$ cat src/rtl/fnd_scan_controller.sv
// Multiplexed scan controller for a common-anode 7-segment display; all outputs registered,
// first digit driven 1 cycle after enable. Free-running scan with no flow control.
module fnd_scan_controller #(
    parameter int DIGITS       = 4,
    parameter int SCAN_DIV     = 100000,
    parameter int BLANK_CYCLES = 1000,
    localparam int POS_W       = $clog2(DIGITS)
) (
    input  logic              i_clk,
    input  logic              i_reset,
    input  logic              i_enable,
    input  logic [DIGITS-1:0] i_digitMask,
    output logic [POS_W-1:0]  o_digitPosition,
    output logic [DIGITS-1:0] o_digitSelect,
    output logic              o_blank,
    output logic              o_frameStart
);

    localparam int DWELL_W = (SCAN_DIV > 1) ? $clog2(SCAN_DIV) : 1;
    localparam int GAP_W   = (BLANK_CYCLES > 1) ? $clog2(BLANK_CYCLES) : 1;
    localparam logic [DWELL_W-1:0] DWELL_LAST = DWELL_W'(SCAN_DIV - 1);
    localparam logic [GAP_W-1:0]   GAP_LAST   = GAP_W'((BLANK_CYCLES > 0) ? BLANK_CYCLES - 1 : 0);
    localparam logic [DIGITS-1:0]  ALL_OFF    = '1;
    localparam logic [DIGITS-1:0]  ONE_HOT0   = DIGITS'(1);

    typedef enum logic [1:0] {
        IDLE  = 2'd0,
        SHOW  = 2'd1,
        BLANK = 2'd2
    } state_t;

    state_t             state_q, state_d;
    logic [POS_W-1:0]   pos_q, pos_d;
    logic [DIGITS-1:0]  sel_q, sel_d;
    logic               blank_q, blank_d;
    logic               frame_q, frame_d;
    logic [DWELL_W-1:0] dwell_q, dwell_d;
    logic [GAP_W-1:0]   gap_q, gap_d;
    logic               advance;
    logic [POS_W-1:0]   next_pos;

    function automatic logic [POS_W-1:0] lowest_set(input logic [DIGITS-1:0] mask);
        lowest_set = '0;
        for (int i = DIGITS - 1; i >= 0; i--) begin
            if (mask[i]) lowest_set = POS_W'(i);
        end
    endfunction

    // Upward search with wrap: first candidate above cur, otherwise the lowest one below it.
    function automatic logic [POS_W-1:0] next_set(input logic [DIGITS-1:0] mask,
                                                  input logic [POS_W-1:0]  cur);
        logic found;
        next_set = cur;
        found    = 1'b0;
        for (int j = 0; j < DIGITS; j++) begin
            if (!found && mask[j] && (j > int'(cur))) begin
                next_set = POS_W'(j);
                found    = 1'b1;
            end
        end
        for (int j = 0; j < DIGITS; j++) begin
            if (!found && mask[j] && (j < int'(cur))) begin
                next_set = POS_W'(j);
                found    = 1'b1;
            end
        end
    endfunction

    always_ff @(posedge i_clk) begin
        if (i_reset) begin
            state_q <= IDLE;
            pos_q   <= '0;
            sel_q   <= ALL_OFF;
            blank_q <= 1'b1;
            frame_q <= 1'b0;
            dwell_q <= '0;
            gap_q   <= '0;
        end else begin
            state_q <= state_d;
            pos_q   <= pos_d;
            sel_q   <= sel_d;
            blank_q <= blank_d;
            frame_q <= frame_d;
            dwell_q <= dwell_d;
            gap_q   <= gap_d;
        end
    end

    always_comb begin
        state_d  = state_q;
        pos_d    = pos_q;
        sel_d    = ALL_OFF;
        blank_d  = 1'b1;
        frame_d  = 1'b0;
        dwell_d  = '0;
        gap_d    = '0;
        advance  = 1'b0;
        next_pos = next_set(i_digitMask, pos_q);

        case (state_q)
            IDLE: begin
                if (i_enable && (i_digitMask != '0)) begin
                    state_d = SHOW;
                    pos_d   = lowest_set(i_digitMask);
                    frame_d = 1'b1;
                end
            end
            SHOW: begin
                if (!i_enable) begin
                    state_d = IDLE;
                end else if (dwell_q == DWELL_LAST) begin
                    if (BLANK_CYCLES > 0) state_d = BLANK;
                    else                  advance = 1'b1;
                end else begin
                    dwell_d = dwell_q + 1'b1;
                end
            end
            BLANK: begin
                if (!i_enable) begin
                    state_d = IDLE;
                end else if (gap_q == GAP_LAST) begin
                    advance = 1'b1;
                end else begin
                    gap_d = gap_q + 1'b1;
                end
            end
            default: state_d = IDLE;
        endcase

        // The mask is only consulted here, so mid-dwell changes never alter timing.
        if (advance) begin
            if (i_digitMask == '0) begin
                state_d = IDLE;
            end else begin
                state_d = SHOW;
                pos_d   = next_pos;
                frame_d = (next_pos <= pos_q);
            end
        end

        if (state_d == SHOW) begin
            sel_d   = ~(ONE_HOT0 << pos_d);
            blank_d = 1'b0;
        end
    end

    assign o_digitPosition = pos_q;
    assign o_digitSelect   = sel_q;
    assign o_blank         = blank_q;
    assign o_frameStart    = frame_q;

endmodule

$ cat config.mk
export PLATFORM = sky130hd
export DESIGN_NAME = fnd_scan_controller
export DESIGN_NICKNAME = d
export VERILOG_FILES = /design/src/rtl/fnd_scan_controller.sv
export SDC_FILE = /design/constraint.sdc
export NUM_CORES = 1
export LEC_CHECK = 0
export BUFFER_PORTS_ARGS = -buffer_cell sky130_fd_sc_hd__buf_2
export CAP_MARGIN = 10
export CORE_ASPECT_RATIO = 2
export CORE_MARGIN = 4
export CORE_UTILIZATION = 35
export DETAILED_ROUTE_END_ITERATION = 7
export PLACE_DENSITY = 0.53
export SLEW_MARGIN = 15
export SYNTH_ARGS = -nofsm -noshare
export SYNTH_HDL_FRONTEND = slang
export SYNTH_SLANG_ARGS = --single-unit
$ cat constraint.sdc
create_clock -name i_clk -period 1.6 [get_ports i_clk]
set_clock_uncertainty 0.05 [all_clocks]
set_input_delay 0.32 -clock i_clk [delete_from_list [all_inputs] [get_ports i_clk]]
set_output_delay 0.32 -clock i_clk [all_outputs]
set_load 0.02 [all_outputs]
Word level (Yosys, flattened, before mapping)
Cells that the tools add are included.
{"block": "word_totals", "input_bits": 7, "regBits": 37}
{"block": "op_classes", "bitwise_logic": 5, "shifts": 1, "n_mux": 34, "reduce_logical": 23, "n_lt_le_gt_ge": 7, "addsub": 2, "n_eq_ne": 5}
{"op": "2-bit two-way mux", "n": 19}
{"op": "17-bit by 1-bit adder with 17-bit output, second input constant", "n": 1}
{"op": "17-bit == test, second input constant", "n": 1}
{"op": "1-bit two-way mux", "n": 14}
{"op": "1-bit logical AND", "n": 12}
{"op": "10-bit by 1-bit adder with 10-bit output, second input constant", "n": 1}
{"op": "10-bit == test, second input constant", "n": 1}
{"op": "4-bit OR reduction", "n": 2}
{"op": "2-bit one-hot mux with 3 select lines", "n": 1}
{"op": "1-bit zero test", "n": 5}
{"op": "2-bit by 1-bit == test with 1-bit output, second input constant", "n": 2}
{"op": "2-bit greater-than comparator, first input constant", "n": 2}
{"op": "4-bit zero test", "n": 1}
{"op": "1-bit by 2-bit less-than comparator with 1-bit output, first input constant", "n": 2}
{"op": "1-bit NOT", "n": 4}
{"op": "4-bit NOT", "n": 1}
{"op": "4-bit nonzero test", "n": 1}
{"op": "1-bit by 2-bit << shifter with 4-bit output, first input constant", "n": 1}
{"op": "2-bit == test, second input constant", "n": 1}
{"op": "1-bit by 2-bit greater-than comparator with 1-bit output, first input constant", "n": 1}
{"op": "2-bit <= comparator", "n": 1}
{"op": "2-bit zero test", "n": 1}
{"op": "2-bit less-than comparator, first input constant", "n": 1}
{"op": "2-bit OR reduction", "n": 1}

Logic depth before layout (Yosys ltp)
Gate-level depths: netlist (run 1).
{"block": "logic_depth", "ltp_word": 27, "depth_mapped": 10}

Worst setup path before layout (run 1)
Ideal clock, no wire load.
{"block": "synth_timing", "kind": "flip-flop to flip-flop", "from": "reg pos_q[0], in the netlist o_digitPosition[0]", "to": "reg frame_q, in the netlist o_frameStart", "arrival_time_ns": 1.587, "stages_incl_launch_ff": 8, "path_buffers": 0, "required_time_ns": 1.486, "setup_slack_ns": -0.101, "path_cell_list": "dfxtp_1 > o22ai_1 > o21ai_0 > ha_1 > a21oi_1 > a21oi_1 > o21ba_2 > nor2_1"}
{"block": "synth_via", "elab_chain_cells": 26}
{"element": "start, declared", "line_no": "33", "rtl": "logic [POS_W-1:0] pos_q, pos_d;"}
{"element": "start signal, assigned", "line_no": "80", "rtl": "pos_q <= pos_d;"}
{"element": "1-bit by 2-bit greater-than comparator with 1-bit output", "line_no": "56", "rtl": "if (!found && mask[j] && (j > int'(cur))) begin"}
{"element": "1-bit logical AND", "line_no": "56"}
{"element": "1-bit two-way mux", "line_no": "56"}
{"element": "1-bit zero test", "line_no": "56"}
{"element": "1-bit logical AND (2 in series)", "line_no": "56"}
{"element": "1-bit two-way mux", "line_no": "56"}
{"element": "1-bit zero test", "line_no": "56"}
{"element": "1-bit logical AND (2 in series)", "line_no": "56"}
{"element": "(+6 left out)"}
{"element": "1-bit logical AND (2 in series)", "line_no": "62", "rtl": "if (!found && mask[j] && (j < int'(cur))) begin"}
{"element": "1-bit two-way mux", "line_no": "62"}
{"element": "1-bit zero test", "line_no": "62"}
{"element": "1-bit logical AND (2 in series)", "line_no": "62"}
{"element": "2-bit two-way mux", "line_no": "62"}
{"element": "2-bit <= comparator *", "line_no": "137", "rtl": "frame_d = (next_pos <= pos_q);"}
{"element": "1-bit two-way mux *", "line_no": "132", "rtl": "if (i_digitMask == '0) begin"}
{"element": "1-bit two-way mux *", "line_no": "131", "rtl": "if (advance) begin"}
{"element": "end signal, assigned", "line_no": "83", "rtl": "frame_q <= frame_d;"}
{"element": "end, declared", "line_no": "36", "rtl": "logic frame_q, frame_d;"}
Mark *: on every way between the ends. The rest lies on a longest branch, timed or not.
A chain may end at the register's enable or synchronous reset.

Final worst setup path (run 1)
{"block": "layout_timing", "from": "reg state_q[0]", "to": "reg sel_q[1], in the netlist o_digitSelect[1]"}
{"block": "layout_via", "elab_chain_cells": 7}
{"element": "start, declared", "line_no": "32", "rtl": "state_t state_q, state_d;"}
{"element": "start signal, assigned", "line_no": "79", "rtl": "state_q <= state_d;"}
{"element": "2-bit two-way mux", "line_no": "111", "rtl": "end else if (dwell_q == DWELL_LAST) begin"}
{"element": "2-bit two-way mux", "line_no": "109", "rtl": "if (!i_enable) begin"}
{"element": "2-bit one-hot mux with 3 select lines", "line_no": "100", "rtl": "case (state_q)"}
{"element": "2-bit two-way mux", "line_no": "131"}
{"element": "2-bit by 1-bit == test with 1-bit output", "line_no": "141", "rtl": "if (state_d == SHOW) begin"}
{"element": "1-bit NOT (no line)"}
{"element": "2-bit OR reduction (no line)"}
{"element": "end signal, assigned", "line_no": "81", "rtl": "sel_q <= sel_d;"}
{"element": "end, declared", "line_no": "34", "rtl": "logic [DIGITS-1:0] sel_q, sel_d;"}
Parallel ways exist; a longest one is shown, timed or not.

==> flow_metrics.tcl, run 1 <==
set metrics [dict create \
    cellPowerDensity_nw_per_um2 759 \
    seq_area_frac_synth_pct 43.8 \
    antennaDiodeCount 0 \
    total_power_mw 1.80 \
    first_pass_iters 4 \
    cts_buffers 5 \
    setup_viol 0 \
    pwr-share-seq_pct 52.3 \
    place_ws_ns -0.171 \
    clk_pin_slew_worst_paths_ns 0.08 \
    gp_congestion 0.858 \
    synth-seq-cells 37 \
    p_int_mw 1.35 \
    grt_first_pass_wirelength_um 6160 \
    wl_met3_um 119 \
    wl_um 3680 \
    endpoint_kind "flop" \
    rows 35 \
    nFillCells 452 \
    top_layer "met4" \
    max_freq_ghz 0.631 \
    vdd_drop_max_mv 0.655 \
    yosysWarnings 0 \
    syn_area_sq_um 1690 \
    die-width_um 57.2 \
    clk_path_buf_depth 2 \
    synth_edf_count 0 \
    area_growth_pct 40.5 \
    p_switching_mw 0.449 \
    pwr-share-clk_pct 34.4 \
    worstMarginPinSlew_ns 0.359 \
    synth.area.top_cells "dfxtp_1 44%, nor2_1 8.0%, xnor2_1 6.7%" \
    fp.coreArea_sq_um 4640 \
    fin_ws_ns 0.0146 \
    synth_top_area_cell "dfxtp_1" \
    cp_max_fo 3 \
    hold_viol_final 0 \
    final_nets 254 \
    overflow 0 \
    hold_class "primary input to flop" \
    dp_hpwl_um 2690 \
    wl_met2_um 2080 \
    syn-num-nets 195 \
    cellLeakagePower_nw 0.929 \
    ant_nets 0 \
    grt_max_degree 12 \
    dpl-instance-area_sq_um 2080 \
    maxCapViolCount 0 \
    grt_util_all_layers_pct 12.8 \
    ctsHoldBuffers 0 \
    vias 1455 \
    critPathRequiredTime_ns 1.78 \
    antenna_found_initial 0 \
    rsz0062_at_grt "true" \
    cts_root_buffer "clkbuf_8" \
    timing.final.crit_share_pct 99.1 \
    pwr-share-comb_pct 13.3 \
    switching_share_pct 24.9 \
    dieArea_sq_um 6080 \
    critPathArrivalTime_ns 1.76 \
    final_cell_area_sq_um 2380 \
    h-tree-depth 2 \
    maxSlewViolCount 0 \
    post-route-min-period_ns 1.59 \
    timing.hold.ws_ns 0.240 \
    fin_util_pct 51.2 \
    clock-sinks 37 \
    synthFlopType "dfxtp_1" \
    status "completed" \
    max_slew_margin_pct 75.9 \
    cts_tree "yes" \
    grt_pass1_vias 1450 \
    critPathKind "flop to flop" \
    route.detailed.drc 0 \
    ios 15 \
    met1_length_um 1360 \
    clock_latency_ns 0.29 \
    viasPerCell 4.87 \
    ys_types 39 \
    die_h_um 106 \
    synthCells 184 \
    cp-start-kind "flop" \
    start_util_pct 36.4 \
    drtIter0Drc 28 \
    portBuffers 14 \
    yosysTopAreaCellShare_pct 43.8 \
    drive_above_1_share_pct 40.2 \
    async_flop_share_pct 0 \
    avgSynthCellArea_sq_um 9.19 \
    wl_per_cell_um 12.3 \
]
==> power groups by stage <==
stage,logic [mW],clock network [mW],registers [mW]
floorplan,0.0804,0,0.982
global placement,0.180,0,0.967
detailed placement,0.180,0,0.967
CTS,0.198,0.660,0.945
global route,0.260,0.693,0.944
finish,0.240,0.621,0.943
==> area by class of cell <==
type	instances	area [sq um]	share of cell area, %
clock buffer	6	72.6	3.05
clock inverter	2	10.0	0.421
inverter	8	30.0	1.26
multi-input combinational	136	1060	44.4
sequential	37	758	31.9
tap	55	68.8	2.89
timing repair buffer	55	382	16.1
==> stage by stage <==
stage               TNS (ns)  cells
floorplan                  0    184
global placement       -1.02    285
detailed placement    -0.987    285
CTS                  -0.0651    295
global route          -0.631    299
finish                     0    299
==> critical path, stage by stage, from the launching register on <==
cell and delay (ns):
dfxtp_1 0.32, nand2b_1 0.19, nor3_4 0.28, mux2_4 0.35
mux2_4 0.27, nand3_1 0.07
==> cell families (layout without fill, tap and decap cells) <==
family | after synthesis | in the layout | share of synthesized area, %
AO/OA/AOI/OAI | 13 | 13 | 4.88
flip-flops | 37 | 37 | 43.8
multiplexers | 5 | 5 | 3.55
adder cells (fa/ha/maj) | 4 | 4 | 2.96
buffers and inverters | 11 | 71 | 3.11
AND/OR/NAND/NOR | 91 | 91 | 29.8
XOR/XNOR | 23 | 23 | 11.9
==> cells in the mapped netlist (2+ instances only) <==
cell type and instances:
a21oi_1 5, and3_1 6, and3_2 2, and4_1 3
buf_4 3, dfxtp_1 37, ha_1 4, inv_1 8
mux2i_1 2, nand2_1 8, nand2b_1 3, nand3_1 11
nand3b_1 3, nor2_1 36, nor2b_1 2, nor3_1 3
nor3b_1 2, nor4bb_1 2, o21ai_0 3, xnor2_1 13
xor2_1 10
==> what timing repair did <==
item | CTS | global route
setup endpoints to repair | 28 | 26
gates resized for setup | 14 | 24
buffers inserted | 2 | 4
pin swaps | 4 | 8
cloned | 0 | 0
endpoints found under the hold margin | 0 | 0
==> worst paths after layout <==
check              startpoint               end  slack [ns]  depth (start not counted)
setup reg to reg   state_q[0]  o_digitSelect[1]        0.01                          5
setup / recovery   state_q[0]  o_digitSelect[1]        0.01                          5
hold / removal        i_reset      o_frameStart        0.24                          2
hold reg to reg   dwell_q[16]       dwell_q[16]        0.47                          2
==> layout by cell type (no fill, tap or decap), types with 2 or more instances in the layout <==
cell | netlist | layout
buf_4 | 3 | 40
nor2_1 | 36 | 34
dfxtp_1 | 37 | 29
buf_2 | 0 | 14
xnor2_1 | 13 | 13
nand3_1 | 11 | 11
xor2_1 | 10 | 10
inv_1 | 8 | 8
nand2_1 | 8 | 7
and3_1 | 6 | 6
clkbuf_8 | 0 | 5
dfxtp_2 | 0 | 5
a21oi_1 | 5 | 3
nand2b_1 | 3 | 3
nand3b_1 | 3 | 3
dfxtp_4 | 0 | 3
nor2b_1 | 2 | 2
o21ai_2 | 0 | 2
nor4_4 | 1 | 2
mux2i_4 | 0 | 2
mux2_4 | 1 | 2
nor4bb_1 | 2 | 2
and4_1 | 3 | 2
nor3_1 | 3 | 2
a21oi_2 | 0 | 2
and3_2 | 2 | 2
ha_4 | 0 | 2
clkinv_2 | 0 | 2
==> state kept, by name, summed over array words and instances, names as in the netlist <==
name             flops
dwell_q             17
gap_q               10
o_frameStart         1
state_q              2
o_digitPosition      2
o_blank              1
o_digitSelect        4
==> metal layers <==
| layer | up-vias | GRT usage (%) |
|---|---|---|
| met5 | - | 0 |
| met4 | 0 | 7.13 |
| met3 | 9 | 2.67 |
| met2 | 23 | 23.7 |
| met1 | 676 | 12.7 |
| li1 | 747 | - |
No activity file was read; power rests on OpenSTA's default activity.
==> inputs of run 2 (changes only) <==
==> constraint.sdc (replaced) <==
create_clock -name i_clk -period 1.6 [get_ports i_clk]
set_clock_uncertainty 0.05 [all_clocks]
set_input_delay 0.08 -clock i_clk [delete_from_list [all_inputs] [get_ports i_clk]]
set_output_delay 0.08 -clock i_clk [all_outputs]
set_load 0.02 [all_outputs]
==> run 2 against run 1 <==
Effect of this change: the run now ends with negative setup slack left; combinational power is 7% lower; first-iteration DRC count is 86% higher; setup slack worse by 0.023 ns; wire length grew 4.5%; sequential power is essentially flat; global-route usage up 0.16 points; via count up 1.3%; largest power group unchanged; die area unchanged; total power rose by 0.70%; design area up 6.8%.
==> flow_metrics.tcl, run 2 (synthesis gave the netlist of run 1 again) <==
set metrics [dict create \
    max_slew_margin_pct 80.9 \
    largest-register "dwell_q" \
    status "complete, but fails checks" \
    gp_congestion 0.798 \
    cp-start-kind "flop" \
    critPathKind "flop to flop" \
    cp_max_fo 8 \
    drtIter0Drc 52 \
    antennaDiodeCount 0 \
    dpl-instance-area_sq_um 2060 \
    layoutNonFillerInstCount 295 \
    critPathRequiredTime_ns 1.77 \
    clock-sinks 37 \
    grt_max_degree 18 \
    antenna_found_initial 0 \
    endpoint "dwell_q[9]" \
    overflow 0 \
    drive_above_1_share_pct 49.6 \
    setup_viol 1 \
    area_growth_pct 50.1 \
    ant_nets 0 \
    cts_buffers 5 \
    clk_pin_slew_worst_paths_ns 0.07 \
    r2r_start "dwell_q[1]" \
    post-route-min-period_ns 1.61 \
    cts_tree "yes" \
    final_nets 251 \
    die-width_um 57.2 \
    start_util_pct 36.4 \
    largest_reg_flops 17 \
    hold_class "primary input to flop" \
    ios 15 \
    viasPerCell 5.00 \
    fin_util_pct 54.7 \
    violations "negative setup slack" \
    rrSetupSlack_ns -0.008 \
    grt_first_pass_wirelength_um 6180 \
    vias 1474 \
    timing.final.crit_share_pct 101 \
    grt_util_all_layers_pct 13.0 \
    r2r-end "dwell_q[9]" \
    route.detailed.drc 0 \
    h-tree-depth 2 \
    cellPowerDensity_nw_per_um2 715 \
    rr_worst_depth 6 \
    worstMarginPinSlew_ns 0.284 \
    total_power_mw 1.82 \
    maxSlewViolCount 0 \
    timing.hold.ws_ns 0.0176 \
    mostFrequentLayoutCell "buf_4" \
    final_cell_area_sq_um 2540 \
    grt_pass1_vias 1451 \
    maxCapViolCount 0 \
    clk_path_buf_depth 2 \
    endpoint_kind "flop" \
    cts_root_buffer "clkbuf_8" \
    die_h_um 106 \
    cellLeakagePower_nw 0.925 \
    hold_viol_final 0 \
    max_freq_ghz 0.622 \
    fin_ws_ns -0.00842 \
    vdd_drop_max_mv 0.520 \
    first_pass_iters 4 \
    startpoint "dwell_q[1]" \
    portBuffers 14 \
    dpl.cell_count 281 \
    rows 35 \
    rsz0062_at_grt "true" \
    clock_latency_ns 0.29 \
    final_cell_mix "35 x buf_4, 25 x dfxtp_1, 18 x nor2_1, 15 x nor2_4, 14 x buf_2" \
    fp.coreArea_sq_um 4640 \
    wl_um 3850 \
    critPathArrivalTime_ns 1.78 \
    dp_hpwl_um 2680 \
    wl_per_cell_um 13.0 \
    dieArea_sq_um 6080 \
]
==> run 2: cell types whose count changed in the layout (fill, tap and decap cells not counted), sizes merged <==
cell,delta
buf,-5
clkbuf,+3
clkinv,-2
==> run 2: cell type report <==
class                      count  area, sq um
sequential                    37          761
timing repair buffer          52          403
tap                           55         68.8
inverter                       8         30.0
multi-input combinational    136         1190
fill                         440         2100
clock buffer                   7         86.3
==> run 2: worst min path at each step <==
stage / start / to / slack, ns / cells past startpoint
CTS: i_reset / o_digitPosition[1] / 0.002 / 2
floorplan: i_reset / o_digitPosition[0] / 0.09 / 1
detailed placement: i_reset / o_digitPosition[1] / 0.30 / 2
global route: i_reset / o_frameStart / 0.03 / 2
finish: i_reset / o_digitPosition[1] / 0.02 / 2
global placement: i_reset / o_digitPosition[1] / 0.31 / 2
==> run 2: layer usage <==
layer / global-route usage, % / vias to the layer above / share of wire [%] / wire (um)
li1: - / 738 / - / -
met1: 12.2 / 708 / 35 / 1330
met2: 24.3 / 20 / 60 / 2300
met3: 2.67 / 8 / 3.1 / 121
met4: 8.13 / 0 / 2.7 / 102
met5: 0 / - / 0 / 0
==> run 2: worst max-delay path: stages, from the launching register on <==
cell	delay, ns
dfxtp_2	0.34
ha_4	0.15
and4_4	0.20
and4_4	0.17
nand4bb_4	0.28
clkbuf_16	0.25
nor2_2	0.10
==> run 2: report_power, final <==
group | internal [mW] | total (mW) | switching [mW]
combinational | 0.109 | 0.224 | 0.115
sequential | 0.935 | 0.944 | 0.00926
clock | 0.341 | 0.647 | 0.306
==> run 2: timing repair <==
item / 4_1_cts / 5_1_grt
gates cloned: 0 / 2
resized for setup: 12 / 62
setup buffers: 2 / 3
endpoints found under the setup margin: 34 / 33
hold buffers: 0 / 0
pin swaps: 2 / 22
==> run 2: metrics by stage <==
| step | TNS, ns | worst slack (ns) |
|---|---|---|
| global route | -1.00 | -0.136 |
| finish | -0.00842 | -0.00842 |
| detailed placement | -0.670 | -0.0833 |
| global placement | -0.373 | -0.0497 |
| CTS | 0 | 0.00105 |
| floorplan | 0 | 0.00445 |
==> inputs of run 3 (changes only) <==
--- a/config.mk
+++ b/config.mk
@@ -11,6 +11,7 @@
 export CORE_MARGIN = 4
 export CORE_UTILIZATION = 35
 export DETAILED_ROUTE_END_ITERATION = 7
+export HOLD_SLACK_MARGIN = 0.12
 export PLACE_DENSITY = 0.53
 export SLEW_MARGIN = 15
 export SYNTH_ARGS = -nofsm -noshare
==> run 3 against run 2 <==
Effect of this change: the run still ends with negative setup slack left; flip-flop and latch count is the same; global-route usage up 0.12 points; via count rose by 0.27%; highest routed layer unchanged.
==> flow_metrics.tcl, run 3 (synthesis gave the netlist of run 1 again) <==
set metrics [dict create \
    fin_util_pct 55.1 \
    drive_above_1_share_pct 49.2 \
    grt_pass1_vias 1465 \
    setup_viol 1 \
    drtIter0Drc 63 \
    cts_root_buffer "clkbuf_8" \
    pwr-share-clk_pct 35.6 \
    timing.final.crit_share_pct 101 \
    use_met2_pct 24.5 \
    first_pass_iters 4 \
    area_growth_pct 51.3 \
    cts_buffers 5 \
    busiest_layer "met2" \
    dpl-instance-area_sq_um 2060 \
    grt_util_all_layers_pct 13.1 \
    h-tree-depth 2 \
    final_nets 253 \
    maxCapViolCount 0 \
    hold_viol_final 0 \
    fp.coreArea_sq_um 4640 \
    cellLeakagePower_nw 0.933 \
    endpoint_kind "flop" \
    critPathKind "flop to flop" \
    wl_um 3870 \
    rows 35 \
    clk_pin_slew_worst_paths_ns 0.07 \
    rsz0062_at_grt "true" \
    antenna_found_initial 0 \
    final_cell_mix "35 x buf_4, 25 x dfxtp_1, 18 x nor2_1, 15 x nor2_4, 14 x buf_2" \
    final_cell_area_sq_um 2560 \
    die-width_um 57.2 \
    clock-sinks 37 \
    largest_reg_flops 17 \
    route.detailed.drc 0 \
    timing.hold.ws_ns 0.196 \
    path_cells "ha_4, and4_4, and4_4, nand4bb_4, clkbuf_16, nor2_2" \
    worstMarginPinSlew_ns 0.284 \
    vdd_drop_max_mv 0.520 \
    overflow 0 \
    violations "negative setup slack" \
    ant_nets 0 \
    wl_per_cell_um 13.0 \
    met3_usage_pct 2.67 \
    mostFrequentLayoutCell "buf_4" \
    gr-usage-met1_pct 12.3 \
    viasPerCell 4.98 \
    antennaDiodeCount 0 \
    switching_share_pct 23.7 \
    cts_tree "yes" \
    critPathArrivalTime_ns 1.78 \
    ios 15 \
    path_delay_family "simple AND/OR/NAND/NOR gates" \
    grt_first_pass_wirelength_um 6240 \
    dieArea_sq_um 6080 \
    vias 1478 \
    die_h_um 106 \
    place_ws_ns -0.0833 \
    largest-register "dwell_q" \
    max_stage_delay_ns 0.34 \
    critPathRequiredTime_ns 1.77 \
    dp_hpwl_um 2680 \
    crit_slowest_cell "dfxtp_2" \
    fin_ws_ns -0.00838 \
    status "complete, but fails checks" \
    hold_class "primary input to flop" \
    max_slew_margin_pct 80.9 \
    start_util_pct 36.4 \
    critPathMostFrequentCell "and4_4" \
    gp_congestion 0.798 \
    cellPowerDensity_nw_per_um2 711 \
    cp-start-kind "flop" \
    grt_max_degree 18 \
    maxSlewViolCount 0 \
    portBuffers 14 \
    pwr-share-comb_pct 12.6 \
    cp_max_fo 8 \
    clk_path_buf_depth 2 \
    clock_latency_ns 0.29 \
    p_int_mw 1.39 \
    post-route-min-period_ns 1.61 \
    p_switching_mw 0.431 \
    pwr-share-seq_pct 51.9 \
    max_freq_ghz 0.622 \
    path_buf_inv 1 \
]
run 3: changes by cell type in the layout (fill, tap and decap cells not counted):
cell           change
dlygate4sd3_1      +2
run 3: cell type report:
class                      instances  area, sq um
timing repair buffer              54          423
multi-input combinational        136         1190
clock buffer                       7         86.3
sequential                        37          761
fill                             440         2080
tap                               55         68.8
inverter                           8         30.0
run 3: power by group through the flow:
stage	logic (mW)	clock network (mW)	registers, mW
2_1_floorplan	0.0804	0	0.982
3_3_place_gp	0.166	0	0.967
3_5_place_dp	0.166	0	0.968
4_1_cts	0.192	0.669	0.944
5_1_grt	0.250	0.718	0.945
6_report	0.229	0.647	0.944
run 3: worst paths after layout:
kind	start	end	slack, ns	cells after the start
worst min-delay path	i_enable	state_q[0]	0.20	3
worst max register to register	dwell_q[1]	dwell_q[9]	-0.008	6
worst min register to register	gap_q[0]	gap_q[0]	0.46	2
worst max-delay path	dwell_q[1]	dwell_q[9]	-0.008	6
run 3: stage by stage:
stage               cells   TNS, ns  power, mW
floorplan             184         0       1.06
global placement      281    -0.373       1.13
detailed placement    281    -0.670       1.13
CTS                   292         0       1.81
global route          297     -1.00       1.91
finish                297  -0.00838       1.82
run 3: layer usage:
metal,wire length (um),share of wire [%]
met4,102,2.6
met1,1360,35
met3,123,3.2
met2,2290,59
met5,0,0
run 3: tightest hold or removal path: cells and delay by family:
kind	cells	cell delay, ns
buf+inv	1	0.13
simple gates	2	0.27
run 3: timing repair:
action	in CTS	in global routing
cloned	0	2
endpoints found under the hold margin	4	0
resized for setup	12	62
hold buffers	2	0
setup endpoints to repair	34	33
pin swaps	2	22
buffers inserted	2	3
